[src/rtl/instruction_fetch_unit.sv]
// -----------------------------------------------------------------------------
// instruction_fetch_unit
//
// Requester side of the instruction-memory interface. This block owns the PC,
// drives it to a combinational read-only instruction memory, and captures the
// returned words into a small prefetch FIFO. The head FIFO entry is presented
// to the IF/ID boundary as {instruction, PC, PC+4} over a valid/ready
// handshake. Redirects from later stages flush the FIFO and restart fetch.
//
// Parameters:
//   RESET_PC  PC loaded on reset (word-aligned)
//   DEPTH     prefetch FIFO entries (power of two, 2..16)
//
// Ports:
//   Clk            in   clock, rising-edge
//   Reset          in   synchronous active-high reset
//   Address        out  [31:0] byte address to memory (the PC register)
//   Instruction    in   [31:0] word returned by memory for Address
//   redirect_valid in   restart fetch at redirect_pc this cycle
//   redirect_pc    in   [31:0] redirect target (bits [1:0] cleared)
//   out_valid      out  head FIFO entry is valid
//   out_ready      in   consumer accepts head entry
//   out_instr      out  [31:0] head instruction (0 when empty)
//   out_pc         out  [31:0] head PC (0 when empty)
//   out_pc_plus4   out  [31:0] head PC + 4 (0 when empty)
//   align_err      out  sticky misaligned-redirect flag
//   fetch_count    out  [31:0] FIFO pushes since reset
// -----------------------------------------------------------------------------
module instruction_fetch_unit #(
  parameter logic [31:0] RESET_PC = 32'h0000_0000,
  parameter int          DEPTH    = 4
) (
  input  logic        Clk,
  input  logic        Reset,
  output logic [31:0] Address,
  input  logic [31:0] Instruction,
  input  logic        redirect_valid,
  input  logic [31:0] redirect_pc,
  output logic        out_valid,
  input  logic        out_ready,
  output logic [31:0] out_instr,
  output logic [31:0] out_pc,
  output logic [31:0] out_pc_plus4,
  output logic        align_err,
  output logic [31:0] fetch_count
);

  localparam int             AW      = $clog2(DEPTH);
  localparam logic [AW:0]    L_DEPTH = (AW+1)'(DEPTH);

  logic [31:0]   r_pc;
  logic [AW:0]   r_count;
  logic [AW-1:0] r_head;
  logic [AW-1:0] r_tail;
  logic          r_align_err;
  logic [31:0]   r_fetch_count;

  // FIFO storage is data only; it is never reset, emptiness is tracked by r_count.
  logic [31:0]   r_fifo_instr [DEPTH];
  logic [31:0]   r_fifo_pc    [DEPTH];

  logic          w_valid;
  logic          w_pop;
  logic          w_fetch_en;
  logic          w_push;
  logic [31:0]   w_head_instr;
  logic [31:0]   w_head_pc;

  assign w_valid    = (r_count != '0);
  assign w_pop      = w_valid && out_ready;
  // A full FIFO can still accept a word when the head leaves in the same cycle.
  assign w_fetch_en = (r_count < L_DEPTH) || w_pop;
  assign w_push     = w_fetch_en && !redirect_valid;

  assign w_head_instr = r_fifo_instr[r_head];
  assign w_head_pc    = r_fifo_pc[r_head];

  // Address comes straight from the PC register: no path from out_ready.
  assign Address      = r_pc;
  assign out_valid    = w_valid;
  assign out_instr    = w_valid ? w_head_instr : 32'd0;
  assign out_pc       = w_valid ? w_head_pc    : 32'd0;
  assign out_pc_plus4 = w_valid ? (w_head_pc + 32'd4) : 32'd0;
  assign align_err    = r_align_err;
  assign fetch_count  = r_fetch_count;

  always_ff @(posedge Clk) begin
    if (Reset) begin
      r_pc          <= RESET_PC;
      r_count       <= '0;
      r_head        <= '0;
      r_tail        <= '0;
      r_align_err   <= 1'b0;
      r_fetch_count <= 32'd0;
    end else if (redirect_valid) begin
      // Redirect flushes everything, including an entry popped this cycle.
      r_pc    <= {redirect_pc[31:2], 2'b00};
      r_count <= '0;
      r_head  <= '0;
      r_tail  <= '0;
      if (redirect_pc[1:0] != 2'b00) begin
        r_align_err <= 1'b1;
      end
    end else begin
      if (w_push) begin
        r_pc          <= r_pc + 32'd4;
        r_tail        <= r_tail + 1'b1;
        r_fetch_count <= r_fetch_count + 32'd1;
      end
      if (w_pop) begin
        r_head <= r_head + 1'b1;
      end
      case ({w_push, w_pop})
        2'b10:   r_count <= r_count + 1'b1;
        2'b01:   r_count <= r_count - 1'b1;
        default: r_count <= r_count;
      endcase
    end
  end

  always_ff @(posedge Clk) begin
    if (w_push) begin
      r_fifo_instr[r_tail] <= Instruction;
      r_fifo_pc[r_tail]    <= r_pc;
    end
  end

endmodule

[config.mk]
export PLATFORM = sky130hd
export DESIGN_NAME = instruction_fetch_unit
export DESIGN_NICKNAME = d
export VERILOG_FILES = /design/src/rtl/instruction_fetch_unit.sv
export SDC_FILE = /design/constraint.sdc
export NUM_CORES = 1
export LEC_CHECK = 0
export CAP_MARGIN = 20
export CORE_MARGIN = 10
export CORE_UTILIZATION = 40
export CTS_BUF_LIST = sky130_fd_sc_hd__clkbuf_2
export DETAILED_ROUTE_END_ITERATION = 7
export PLACE_DENSITY_LB_ADDON = 0.08
export RECOVER_POWER = 50
export SYNTH_ARGS = -nofsm -noshare
export SYNTH_HDL_FRONTEND = slang
export SYNTH_SLANG_ARGS = --single-unit
[constraint.sdc]
create_clock -name Clk -period 6.4 [get_ports Clk]
set_clock_uncertainty 0.05 [all_clocks]
set_input_delay 0.64 -clock Clk [delete_from_list [all_inputs] [get_ports Clk]]
set_output_delay 0.64 -clock Clk [all_outputs]
set_load 0.01 [all_outputs]
==> results.ini <==
[logic_synthesis]
syn_area_per_cell_um2=14.5
syn_area_um2=13800
synth_top_family_by_area=simple AND/OR/NAND/NOR gates
synth_xor_area_share_pct=3.73
ys_seq_elements=320
synthMuxAreaShare_pct=11.2
synth_compound_gate_area_share_pct=3.74
ys.flop_type=edfxtp_1
synthAdderAreaFrac_pct=0.868
ys_top_cells_by_area=edfxtp_1, dfxtp_1, mux4_2, mux4_1, and2_1
syn_inst=955
yosysMostFrequentCell=edfxtp_1
synthTopCellsByCount=edfxtp_1, dfxtp_1, nor2_1, and2_1
synthArstFlopShare_pct=0
ys_seq_area_share_pct=64.2
synth_top_area_share_pct=53.8
synth_edf_count=248
ys_warn_count=0
yosys.area_share.simple_pct=13.2
synth_top_cell_by_area=edfxtp_1
yosysUniqueCellTypes=52

[power_and_ir_drop]
clkPwrFrac_pct=32.7
seqPwrFrac_pct=57.4
swShare_pct=25.9
internal_power_mw=3.05
power.density_nw_per_um2=241
p_comb_share_pct=9.9
p_switching_mw=1.07
ir_worst_vdd_mv=0.0948
leakage_nw=5.62

[floorplan]
io_pins=230
die_h_um=206
num_rows=68
dieArea_um2=42400
die_w_um=206
core_um2=34400
start_util_pct=40.3

[place]
dp.cells=1587
port_buffers=223
dp_hpwl_um=22600
place_congestion=0.753

[setup_path]
critPathKind=reg2out
cp_data_arrival_time_ns=4.49
crit_path_end_kind=output pin
slowest_stage=clkbuf_1
cp_max_fo=54
startpoint_type=flop
cp_data_required_time_ns=5.71
crit_path_max_incr_delay_ns=1.16
crit_chain=nor3_2 > clkbuf_1 > inv_1 > buf_12 > and2_1 > mux2_2 > clkdlybuf4s50_1

[timing]
max_freq_mhz=193
tightestPinTransition_ns=3.44
post-route-min-period_ns=5.18
rsz0062_at_grt=false
fin_setup_tns_ns=0
slew_violations=286
slew_headroom_pct=-130
hold_viol=0
setup_violations=0
final.period_utilization_pct=81.0

[drt]
firstDrtPassIters=5
drt_iter0_drc=424
wl_per_cell_um=20.4
wl_um=35200
vias_per_cell=5.13
ant_nets=0
vias=8886
remaining_drc_errors=0

[global_route]
grt_max_degree=65
grt_pass1_vias=9195
grt_pass1_wl_um=53900
gr-total-overflow=0
grt_usage_pct=16.6
antenna_found_initial=1

[outcome]
violations=capacitance limit, slew limit
status=finished, violations left

[clock_network]
clkTransAtPathRegs_ns=0.10
cts-buffers-inserted=85
insertion_delay_ns=0.92
cts_tree=yes
post-cts-setup-buffers=0
numClockSinks=320
postCtsHoldBufs=0
post_cts_resized=0
cts.path.max_buffers=3
cts_root_buf=clkbuf_2
h-tree-depth=3

[final_layout]
drive_above_1_share_pct=15.5
syn_to_final_growth_pct=23.6
layout.cells.non_filler=1731
nets=1297

[run]
max-cap-violations=6

[hold_path]
hold_path_class=in2reg

==> layout by cell type, fill, tap and decap left out, drive strengths merged, types with 25 or more instances in the layout <==
cell           Yosys  routed
a21oi             37      37
and2              68      68
clkbuf            38     121
clkdlybuf4s50      0     181
dfxtp             72      72
dlygate4sd3        0      41
edfxtp           248     248
mux4              62      62
nand2             44      44
nand4             25      25
nor2              71      71
xnor2             38      38
==> worst paths after layout <==
kind / from / slack (ns) / end / cells past startpoint
hold / removal: redirect_pc[14] / 0.23 / Address[14] / 3
setup / recovery: r_count[2] / 1.22 / out_pc_plus4[16] / 7
setup reg to reg: r_count[2] / 2.43 / r_fifo_instr[0][26] / 2
hold reg to reg: align_err / 0.40 / align_err / 2
==> registers in the layout (all words and copies together), names as in the netlist, named ones only <==
register	cells
fetch_count	32
r_fifo_pc	120
r_fifo_instr	128
r_tail	2
Address	30
r_head	2
align_err	1
r_count	3
==> critical path: cells and delay by family (launching register included) <==
kind / cells / cell delay (ns)
and+or+nand+nor: 2 / 0.37
buffers and inverters: 4 / 2.58
muxes: 1 / 0.25
DFF: 1 / 0.36
==> kinds of logic (layout without fill, tap and decap cells) <==
| kind of cell | after synthesis | after routing |
|---|---|---|
| flip-flops | 320 | 320 |
| AO/OA/AOI/OAI | 89 | 89 |
| buffers and inverters | 77 | 392 |
| AND/OR/NAND/NOR | 330 | 330 |
| XOR/XNOR | 59 | 59 |
| multiplexers | 70 | 70 |
| other | 1 | 7 |
| adder cells (fa/ha/maj) | 9 | 9 |
==> metal layers <==
layer  up-vias  part of all wire, %  GRT usage, %
met5         -                    0             0
met4         0                  1.9          5.42
met3        56                  6.5          5.09
met2       251                   47          25.8
met1      4353                   45          21.7
li1       4226                    -             -
==> layout make-up <==
class | instances | area (um^2)
Inverter | 21 | 78.8
Sequential cell | 320 | 8890
Clock buffer | 119 | 596
Tap cell | 455 | 569
Antenna cell | 1 | 2.50
Clock inverter | 23 | 118
Multi-Input combinational cell | 563 | 4560
Fill cell | 3127 | 17300
Timing Repair Buffer | 229 | 2280
==> stage by stage <==
step | area (um^2) | hold slack [ns] | util [%] | power [mW] | setup WS, ns
finish | 17100 | 0.232 | 49.7 | 4.12 | 1.22
global route | 17100 | 0.130 | 49.7 | 4.34 | 0.713
CTS | 17100 | 0.105 | 49.8 | 4.19 | 1.15
detailed placement | 16400 | 0.393 | 47.7 | 2.83 | 2.20
global placement | 16400 | 0.388 | 47.7 | 2.83 | 2.24
floorplan | 13900 | 0.415 | - | 2.60 | 3.16
==> power groups by stage <==
| stage | clock network (mW) | registers, mW | logic (mW) |
|---|---|---|---|
| after global placement | 0 | 2.41 | 0.419 |
| after CTS | 1.41 | 2.36 | 0.420 |
| after detailed placement | 0 | 2.41 | 0.419 |
| after global routing | 1.52 | 2.38 | 0.445 |
| after floorplan | 0 | 2.39 | 0.202 |
| final | 1.35 | 2.36 | 0.408 |
(Power assumes the default switching activity.)
